==> config.mk <==
export PLATFORM = sky130hd
export DESIGN_NAME = kbd_ascii_decoder
export DESIGN_NICKNAME = d
export VERILOG_FILES = /design/src/rtl/kbd_pkg.sv /design/src/rtl/scancode_lut.sv /design/src/rtl/kbd_ascii_decoder.sv
export SDC_FILE = /design/constraint.sdc
export NUM_CORES = 1
export LEC_CHECK = 0
export ABC_AREA = 1
export ABC_CLOCK_PERIOD_IN_PS = 8700
export BUFFER_PORTS_ARGS = -buffer_cell sky130_fd_sc_hd__buf_2
export CAP_MARGIN = 40
export CORE_MARGIN = 5
export CORE_UTILIZATION = 50
export CTS_CLUSTER_DIAMETER = 200
export CTS_CLUSTER_SIZE = 16
export DETAILED_ROUTE_END_ITERATION = 6
export PLACE_DENSITY = 0.7
export SYNTH_ARGS = -nofsm -noshare
export SYNTH_HDL_FRONTEND = slang
export SYNTH_SLANG_ARGS = --single-unit
export TNS_END_PERCENT = 50
==> constraint.sdc <==
create_clock -name clk -period 8.7 [get_ports clk]
set_input_delay 1.74 -clock clk [delete_from_list [all_inputs] [get_ports clk]]
set_output_delay 1.74 -clock clk [all_outputs]
set_load 0.01 [all_outputs]
==> src/rtl/kbd_pkg.sv <==
// Shared PS/2 set-2 scancode constants and prefix-state type for the keyboard decoder.
package kbd_pkg;

    localparam logic [7:0] SC_BREAK  = 8'hF0;
    localparam logic [7:0] SC_EXT    = 8'hE0;
    localparam logic [7:0] SC_LSHIFT = 8'h12;
    localparam logic [7:0] SC_RSHIFT = 8'h59;
    localparam logic [7:0] SC_CTRL   = 8'h14;
    localparam logic [7:0] SC_CAPS   = 8'h58;

    typedef enum logic [1:0] {
        ST_IDLE,
        ST_BRK,
        ST_EXT,
        ST_EXT_BRK
    } prefix_state_e;

    function automatic logic is_letter(input logic [7:0] c);
        return ((c >= 8'h41) && (c <= 8'h5A)) || ((c >= 8'h61) && (c <= 8'h7A));
    endfunction

endpackage

==> src/rtl/scancode_lut.sv <==
// Combinational set-2 scancode to ASCII lookup for the four caps/shift modes.
module scancode_lut
    import kbd_pkg::*;
(
    input  logic [7:0] addr,
    input  logic       caps,
    input  logic       shift,
    output logic [7:0] ascii
);

    logic [7:0] norm_c;
    logic [7:0] shift_c;

    always_comb begin
        norm_c  = 8'h00;
        shift_c = 8'h00;
        case (addr)
            8'h1C: norm_c = 8'h61;  8'h32: norm_c = 8'h62;  8'h21: norm_c = 8'h63;
            8'h23: norm_c = 8'h64;  8'h24: norm_c = 8'h65;  8'h2B: norm_c = 8'h66;
            8'h34: norm_c = 8'h67;  8'h33: norm_c = 8'h68;  8'h43: norm_c = 8'h69;
            8'h3B: norm_c = 8'h6A;  8'h42: norm_c = 8'h6B;  8'h4B: norm_c = 8'h6C;
            8'h3A: norm_c = 8'h6D;  8'h31: norm_c = 8'h6E;  8'h44: norm_c = 8'h6F;
            8'h4D: norm_c = 8'h70;  8'h15: norm_c = 8'h71;  8'h2D: norm_c = 8'h72;
            8'h1B: norm_c = 8'h73;  8'h2C: norm_c = 8'h74;  8'h3C: norm_c = 8'h75;
            8'h2A: norm_c = 8'h76;  8'h1D: norm_c = 8'h77;  8'h22: norm_c = 8'h78;
            8'h35: norm_c = 8'h79;  8'h1A: norm_c = 8'h7A;
            8'h45: begin norm_c = 8'h30; shift_c = 8'h29; end
            8'h16: begin norm_c = 8'h31; shift_c = 8'h21; end
            8'h1E: begin norm_c = 8'h32; shift_c = 8'h40; end
            8'h26: begin norm_c = 8'h33; shift_c = 8'h23; end
            8'h25: begin norm_c = 8'h34; shift_c = 8'h24; end
            8'h2E: begin norm_c = 8'h35; shift_c = 8'h25; end
            8'h36: begin norm_c = 8'h36; shift_c = 8'h5E; end
            8'h3D: begin norm_c = 8'h37; shift_c = 8'h26; end
            8'h3E: begin norm_c = 8'h38; shift_c = 8'h2A; end
            8'h46: begin norm_c = 8'h39; shift_c = 8'h28; end
            8'h4E: begin norm_c = 8'h2D; shift_c = 8'h5F; end
            8'h55: begin norm_c = 8'h3D; shift_c = 8'h2B; end
            8'h54: begin norm_c = 8'h5B; shift_c = 8'h7B; end
            8'h5B: begin norm_c = 8'h5D; shift_c = 8'h7D; end
            8'h5D: begin norm_c = 8'h5C; shift_c = 8'h7C; end
            8'h4C: begin norm_c = 8'h3B; shift_c = 8'h3A; end
            8'h52: begin norm_c = 8'h27; shift_c = 8'h22; end
            8'h41: begin norm_c = 8'h2C; shift_c = 8'h3C; end
            8'h49: begin norm_c = 8'h2E; shift_c = 8'h3E; end
            8'h4A: begin norm_c = 8'h2F; shift_c = 8'h3F; end
            8'h0E: begin norm_c = 8'h60; shift_c = 8'h7E; end
            8'h29: begin norm_c = 8'h20; shift_c = 8'h20; end
            8'h5A: begin norm_c = 8'h0D; shift_c = 8'h0D; end
            8'h66: begin norm_c = 8'h08; shift_c = 8'h08; end
            8'h0D: begin norm_c = 8'h09; shift_c = 8'h09; end
            8'h76: begin norm_c = 8'h1B; shift_c = 8'h1B; end
            default: ;
        endcase
        // Letters flip case on caps XOR shift; everything else follows shift only.
        if (is_letter(norm_c)) begin
            ascii = (caps ^ shift) ? (norm_c & 8'hDF) : norm_c;
        end else begin
            ascii = shift ? shift_c : norm_c;
        end
    end

endmodule

==> src/rtl/kbd_ascii_decoder.sv <==
// PS/2 set-2 scancode stream to buffered ASCII: prefix FSM, modifier tracking and character FIFO.
module kbd_ascii_decoder
    import kbd_pkg::*;
#(
    parameter int unsigned FIFO_DEPTH  = 16,
    parameter bit          ENABLE_CTRL = 1'b1
) (
    input  logic                          clk,
    input  logic                          rst,
    input  logic                          scan_valid,
    input  logic [7:0]                    scan_code,
    input  logic                          out_ready,
    output logic                          out_valid,
    output logic [7:0]                    ascii,
    output logic [$clog2(FIFO_DEPTH):0]   fifo_count,
    output logic                          overflow,
    input  logic                          clr_ovf,
    output logic                          caps_led
);

    localparam int unsigned AW = $clog2(FIFO_DEPTH);
    localparam int unsigned CW = AW + 1;
    localparam logic [CW-1:0] DEPTH_C = CW'(FIFO_DEPTH);

    prefix_state_e state_q, state_d;
    logic lshift_q, lshift_d, rshift_q, rshift_d, ctrl_q, ctrl_d;
    logic caps_q, caps_d, caps_held_q, caps_held_d;
    logic ovf_q, ovf_d;
    logic [AW-1:0] wr_ptr_q, wr_ptr_d, rd_ptr_q, rd_ptr_d;
    logic [CW-1:0] count_q, count_d;
    logic [7:0] mem_q [FIFO_DEPTH];
    logic [7:0] mem_d [FIFO_DEPTH];

    logic [7:0] lut_ascii;
    logic [7:0] char_code;
    logic       char_valid;
    logic       is_make, is_ext;
    logic       push, pop, full;

    scancode_lut u_lut (
        .addr  (scan_code),
        .caps  (caps_q),
        .shift (lshift_q | rshift_q),
        .ascii (lut_ascii)
    );

    always_comb begin
        state_d     = state_q;
        lshift_d    = lshift_q;
        rshift_d    = rshift_q;
        ctrl_d      = ctrl_q;
        caps_d      = caps_q;
        caps_held_d = caps_held_q;
        char_valid  = 1'b0;
        char_code   = 8'h00;
        is_make     = (state_q == ST_IDLE) || (state_q == ST_EXT);
        is_ext      = (state_q == ST_EXT) || (state_q == ST_EXT_BRK);
        if (scan_valid) begin
            if (scan_code == SC_EXT) begin
                state_d = ST_EXT;
            end else if (scan_code == SC_BREAK) begin
                state_d = is_ext ? ST_EXT_BRK : ST_BRK;
            end else begin
                state_d = ST_IDLE;
                if (scan_code == SC_CTRL) begin
                    ctrl_d = is_make;
                end else if (!is_ext) begin
                    case (scan_code)
                        SC_LSHIFT: lshift_d = is_make;
                        SC_RSHIFT: rshift_d = is_make;
                        SC_CAPS: begin
                            // Held flag suppresses re-toggling on typematic repeats.
                            if (is_make && !caps_held_q) caps_d = ~caps_q;
                            caps_held_d = is_make;
                        end
                        default: begin
                            if (is_make && (lut_ascii != 8'h00)) begin
                                char_valid = 1'b1;
                                char_code  = (ENABLE_CTRL && ctrl_q && is_letter(lut_ascii))
                                             ? (lut_ascii & 8'h1F) : lut_ascii;
                            end
                        end
                    endcase
                end
            end
        end
    end

    always_comb begin
        full     = (count_q == DEPTH_C);
        pop      = out_ready && (count_q != '0);
        push     = char_valid && (!full || pop);
        wr_ptr_d = push ? wr_ptr_q + AW'(1) : wr_ptr_q;
        rd_ptr_d = pop ? rd_ptr_q + AW'(1) : rd_ptr_q;
        count_d  = count_q + CW'(push) - CW'(pop);
        ovf_d    = (ovf_q && !clr_ovf) || (char_valid && !push);
        mem_d    = mem_q;
        if (push) mem_d[wr_ptr_q] = char_code;
    end

    always_ff @(posedge clk or posedge rst) begin
        if (rst) begin
            state_q     <= ST_IDLE;
            lshift_q    <= 1'b0;
            rshift_q    <= 1'b0;
            ctrl_q      <= 1'b0;
            caps_q      <= 1'b0;
            caps_held_q <= 1'b0;
            ovf_q       <= 1'b0;
            wr_ptr_q    <= '0;
            rd_ptr_q    <= '0;
            count_q     <= '0;
        end else begin
            state_q     <= state_d;
            lshift_q    <= lshift_d;
            rshift_q    <= rshift_d;
            ctrl_q      <= ctrl_d;
            caps_q      <= caps_d;
            caps_held_q <= caps_held_d;
            ovf_q       <= ovf_d;
            wr_ptr_q    <= wr_ptr_d;
            rd_ptr_q    <= rd_ptr_d;
            count_q     <= count_d;
        end
    end

    always_ff @(posedge clk) begin
        mem_q <= mem_d;
    end

    assign out_valid  = (count_q != '0);
    assign ascii      = out_valid ? mem_q[rd_ptr_q] : 8'h00;
    assign fifo_count = count_q;
    assign overflow   = ovf_q;
    assign caps_led   = caps_q;

endmodule

==> Yosys cells after proc, flatten, opt, wreduce, memory -nomap -nowiden <==
Cells that the tools add are included.
{ "word_totals": {"in_bits": 13, "elab_cells": 172, "ff_bits": 149, "output_inout_bits": 16} }
{ "op_classes": {"n_addsub": 4, "n_mux": 30, "reduce_logical": 31, "n_bitwise": 9, "n_eq_ne": 61, "order_cmp": 11} }
{ "ops": {"columns": ["op", "n"], "rows": [
  ["$pmux 7 s52", 1],
  ["$eq 8x6->1 const B", 23],
  ["$pmux 7 s26", 1],
  ["$eq 8x7->1 const B", 22],
  ["$bwmux 128", 1],
  ["$mux 8", 12],
  ["$eq 8x5->1 const B", 9],
  ["$bmux 8 s4", 1],
  ["$demux 8 s4", 1],
  ["$reduce_and 6->1", 3],
  ["$eq 8x4->1 const B", 2],
  ["$eq 8x8->1 const B", 2],
  ["$ge 8x7->1 const B", 2],
  ["$le 8x7->1 const B", 2],
  ["$ge 7x7->1 const B", 2],
  ["$le 7x7->1 const B", 2],
  ["$mux 7", 2],
  ["$logic_and 1x1->1", 12],
  ["$ge 5x5->1 const B", 2],
  ["$not 4->5", 2],
  ["$add 4x1->4 const B", 2],
  ["$reduce_bool 8->1", 1],
  ["$mux 1", 7],
  ["$reduce_and 7->1", 1],
  ["other kinds (16)", 31]
]} }

==> Logic depth before layout (Yosys ltp) <==
{ "logic_depth": {"word_depth": 19, "ltp_mapped": 22, "ltp_nobuf": 21} }

==> Cells and area by module <==
Synthesis repeated with hierarchy kept, for this count alone.
{ "unflattened": {"hier_cells": 985, "area_unflattened_um2": 8298.0} }
{ "modules_own_cells": {"columns": ["module", "cells_per_inst", "instances", "area_each_um2", "seq_area_each_um2"], "rows": [
  ["kbd_ascii_decoder", 636, 1, 6726.5, 4369.2],
  ["scancode_lut", 349, 1, 1571.5, 0.0]
]} }

==> Worst setup path before layout <==
OpenSTA, ideal clock, no wires.
{ "synth_path": {"path_type": "input to register", "start": "in scan_code[4]", "end": "reg count_q[4], in the netlist fifo_count[4]", "arrival_ps": 4303, "stages": 21, "n_path_buf": 1, "setup_slack_ps": 4269, "required_ps": 8572, "setup_time_ps": 128, "cell_sequence": "nand2_1 -> inv_1 -> nand2_2 -> nor2_1 -> nor2_1 -> nand2_1 -> nor2_1 -> nand3_1 -> nand3b_2 -> nand2_4 -> inv_2 -> nand2_4 -> buf_6 -> ha_1 -> inv_1 -> ha_1 -> inv_1 -> fa_1 -> o21ai_0 -> a21oi_1 -> xor2_1"} }
{ "synth_via": {"elab_chain_len": 18, "word_cells_on_any_way": 83, "cone_classes": "2 x add/sub; 4 x order compare; 58 x eq/ne; 12 x mux; 7 x reduce/logical"} }
{ "synth_rtl": {"columns": ["element", "line", "text"], "rows": [
  ["from (decl)", "kbd_ascii_decoder.sv:11", "input logic [7:0] scan_code,"],
  ["$eq 8x7->1, or another cell as far along", "scancode_lut.sv:17", "case (addr)"],
  ["$pmux 7 s52", "scancode_lut.sv:17", null],
  ["$ge 7x7->1 / $le 7x7->1 (equally long branches)", "kbd_pkg.sv:19", "return ((c >= 8'h41) && (c <= 8'h5A)) || ((c >= 8'h61) && (c <= 8'h7A));"],
  ["$logic_and 1x1->1", "kbd_pkg.sv:19", null],
  ["$logic_or 1x1->1", "kbd_pkg.sv:19", null],
  ["$mux 7", "scancode_lut.sv:56", "if (is_letter(norm_c)) begin"],
  ["$reduce_bool 8->1", "kbd_ascii_decoder.sv:77", "if (is_make && (lut_ascii != 8'h00)) begin"],
  ["$logic_and 1x1->1", "kbd_ascii_decoder.sv:77", null],
  ["[3 not listed]", null, null],
  ["$mux 1", "kbd_ascii_decoder.sv:65", "if (scan_code == SC_CTRL) begin"],
  ["$mux 1", "kbd_ascii_decoder.sv:61", "end else if (scan_code == SC_BREAK) begin"],
  ["$mux 1 *", "kbd_ascii_decoder.sv:59", "if (scan_code == SC_EXT) begin"],
  ["$mux 1 *", "kbd_ascii_decoder.sv:58", "if (scan_valid) begin"],
  ["$logic_and 1x1->1 *", "kbd_ascii_decoder.sv:92", "push = char_valid && (!full || pop);"],
  ["$add 5x1->5 *", "kbd_ascii_decoder.sv:95", "count_d = count_q + CW'(push) - CW'(pop);"],
  ["$sub 5x1->5 *", "kbd_ascii_decoder.sv:95", null],
  ["named net count_d[4]", "kbd_ascii_decoder.sv:30", "logic [CW-1:0] count_q, count_d;"],
  ["to (signal assigned)", "kbd_ascii_decoder.sv:123", "count_q <= count_d;"],
  ["to (decl)", "kbd_ascii_decoder.sv:30", null]
]} }
The timed path passes the listed nets; every way through them passes the cells marked *.
A chain may end at the register's enable or synchronous reset.

==> Worst setup path after layout <==
Ends and elaborated chain as after synthesis.

==> impl_metrics.env <==
export IMPL_seq_power_share_pct=34.5
export IMPL_cts_buffer_depth=2
export IMPL_cts_buffers=17
export IMPL_drt_iter0_markers=832
export IMPL_fin_crit_sh_pct=55.5
export IMPL_synthTopCellsByArea="edfxtp_1 (47%), nor2_1 (9.2%), nand2_1 (8.2%), dfrtp_1 (7.4%), o21ai_0 (5.3%)"
export IMPL_cts_setup_buffers=0
export IMPL_worstSetupPathType="in -> reg"
export IMPL_status="completed"
export IMPL_path_delay_family="simple AND/OR/NAND/NOR gates"
export IMPL_portBuffers=27
export IMPL_cts_root_buf="clkbuf_16"
export IMPL_power_density_mw_per_mm2=275
export IMPL_die_area_mm2=0.0168
export IMPL_diodes=0
export IMPL_setup_viol=0
export IMPL_slowest_delay_ps=630
export IMPL_htree_num_levels=4
export IMPL_regArea_mm2=0.00389
export IMPL_tns_ps=0
export IMPL_grt_ovfl_total=0
export IMPL_vias=6187
export IMPL_synth_most_common_cell="nor2_1"
export IMPL_synth_common_cells="nor2_1 (175), nand2_1 (156), edfxtp_1 (112), o21ai_0 (76), inv_1 (54)"
export IMPL_postSynthCellCount=810
export IMPL_rsz0062_at_grt="no"
export IMPL_critPathBufInv=5
export IMPL_cp_max_fo=17
export IMPL_grt_util_all_layers_pct=25.2
export IMPL_fin_cells=1045
export IMPL_slew_headroom_pct=43.7
export IMPL_vias_per_cell=5.92
export IMPL_place_gp_congestion=0.969
export IMPL_synth_top_area_share_pct=47.1
export IMPL_synth_seq_cells=133
export IMPL_io_pins=29
export IMPL_vdd_drop_max_v=0.000164
export IMPL_fin_skew_ps=7.11
export IMPL_multi_input_area_mm2=0.00288
export IMPL_ys_seq_area_share_pct=54.4
export IMPL_p_total_mw=2.26
export IMPL_core_mm2=0.0139
export IMPL_dr_pass1_iters=6
export IMPL_n_fill_cell=1175
export IMPL_grt_max_degree=60
export IMPL_drc=0
export IMPL_yosysTopAreaCell="edfxtp_1"
export IMPL_cp_startpoint="scan_code[4]"
export IMPL_syn2layout_area_growth_pct=14.9
export IMPL_switching_share_pct=35.8
export IMPL_final_util_pct=58.9
export IMPL_start_util_pct=51.3
export IMPL_layout_min_cycle_time_ps=4830
export IMPL_power_share_clock_pct=33.7
export IMPL_worstSetupEndpointType="flip-flop"
export IMPL_max_freq_mhz=207
export IMPL_hold_buffers=0
export IMPL_combPwrFrac_pct=31.8
export IMPL_hpwl_um=14300
export IMPL_cp_cell_sequence="buf_2 > inv_1 > nand2_1 > nor2_1 > nand2_1 > nand3_1 > nor2_1 > nand3_1 > nand3b_2 > nand2_4 > inv_2 > nand2_4 > ha_1 > inv_1 > ha_1 > inv_1 > fa_1 > o21ai_0 > a21oi_1 > xor2_1"
export IMPL_crit_path_top_delay_cell="nor2_1"
export IMPL_drt_antenna_violating_nets=0
export IMPL_drv_cap=0
export IMPL_tightest_slew_ps=841
export IMPL_synth_edf_count=112
export IMPL_placed_cells=1014
export IMPL_grt_pass1_wl_um=32600
export IMPL_routed_wl_um=20100
export IMPL_critical_path_required_ps=9000
export IMPL_syn_area_mm2=0.00714
export IMPL_yosys_warnings=0
export IMPL_rr_startpoint="fifo_count[2]$_DFF_PP0_"
export IMPL_clk_pin_slew_worst_paths_ps=60
export IMPL_worstPathArrival_ps=5120
export IMPL_insertion_delay_ps=410
export IMPL_async_reset_ff_share_pct=15.8
export IMPL_ctsResizeCount=0
export IMPL_startpoint_type="primary input"
export IMPL_grt_pass1_vias=5967
export IMPL_syn_num_nets=835
export IMPL_synth_ff_type="edfxtp_1"
export IMPL_drive_gt1_share_pct=14.3
export IMPL_power_internal_mw=1.45
export IMPL_avgSynthCellArea_um2=8.82
export IMPL_nNetsFinal=878
export IMPL_final_max_slew_viol_count=0
export IMPL_cts_num_sinks=133
export IMPL_p_leak_nw=3.53
export IMPL_cp_common_cell="inv_1"
export IMPL_finalHoldViolCount=0
export IMPL_cts_tree="built"
export IMPL_hold_class="reg -> reg"
export IMPL_fp_dieH_um=130
export IMPL_antenna_found_initial=0
export IMPL_wl_per_cell_um=19.2
export IMPL_yosysUniqueCellTypes=40
export IMPL_rows=43
export IMPL_fp_dieW_um=130
export IMPL_p_sw_uw=810
export IMPL_min_delay_start="ctrl_q$_DFFE_PP0P_"
path summary, 6_finish.rpt:
path | end | slack (ps) | cells past startpoint
min in group asynchronous | state_q[1]$_DFFE_PP0P_ | 1220 | 2
worst min register to register | ctrl_q$_DFFE_PP0P_ | 510 | 2
worst max register to register | fifo_count[4]$_DFF_PP0_ | 5040 | 16
max in group asynchronous | rd_ptr_q[3]$_DFFE_PP0P_ | 7120 | 3
worst min-delay path | ctrl_q$_DFFE_PP0P_ | 510 | 2
worst max-delay path | fifo_count[4]$_DFF_PP0_ | 3870 | 20
power groups by stage:
stage               Combinational (mW)  Clock (mW)  Sequential [mW]
finish                           0.719       0.761            0.781
global route                     0.804       0.795            0.785
CTS                              0.711       0.763            0.779
detailed placement               0.701           0            0.791
global placement                 0.665           0            0.788
floorplan                        0.474           0            0.777
per-layer routing:
| metal | vias up | track usage [%] | part of all wire [%] |
|---|---|---|---|
| met5 | - | 0 | 0 |
| met4 | 0 | 8.37 | 2.7 |
| met3 | 47 | 5.11 | 7.6 |
| met2 | 285 | 41.9 | 49 |
| met1 | 3007 | 33.4 | 41 |
| li1 | 2848 | - | - |
kinds of logic (layout without fill, tap and decap cells):
family	after synthesis	in the layout	share of synthesized area, %
and+or+nand+nor	428	428	25.6
adders and majority gates	12	12	2.21
DFF	133	133	54.4
other	1	1	0.0525
xor gates and xnor gates	12	12	1.47
buffers and inverters	93	148	5.27
AOI/OAI and AO/OA	131	131	11.0
sequential cells by signal, indices dropped and copies added (netlist names):
register,count
state_q,2
caps_held_q,1
lshift_q,1
mem_q,112
ctrl_q,1
overflow,1
fifo_count,5
rshift_q,1
caps_led,1
wr_ptr_q,4
rd_ptr_q,4
placed cells by master, fill, tap and decap left out, types with 10 or more instances in the layout:
master	n
nand2_1	156
o221ai_1	24
ha_1	11
inv_1	54
xor2_1	11
nor3_1	20
buf_4	13
nor2_2	11
a21oi_1	12
dfrtp_1	21
inv_2	10
o21ai_0	76
buf_2	35
clkbuf_16	17
nand4_1	11
nand3_1	35
nand2_2	11
edfxtp_1	112
nor2_1	175
final cells by class:
cell class / instances / share of cell area (%)
Clock inverter: 13 / 2.42
Timing Repair Buffer: 51 / 4.13
Clock buffer: 18 / 5.23
Multi-Input combinational cell: 584 / 35.1
Tap cell: 180 / 2.74
Inverter: 66 / 3.02
Sequential cell: 133 / 47.4
worst min-delay path, delay by kind of cell (launching register included):
family / cells / cell delay, ps
compound gates: 1 / 60
simple gates: 1 / 60
flops: 1 / 360
stage by stage:
step	hold WS [ps]	area, µm²	setup slack, ps
2_1_floorplan	453	7140	4270
3_3_place_gp	485	7430	3570
3_5_place_dp	504	7580	3470
4_1_cts	518	8210	3870
5_1_grt	534	8210	3560
6_report	515	8210	3870
No activity file was read; power rests on OpenSTA's default activity.
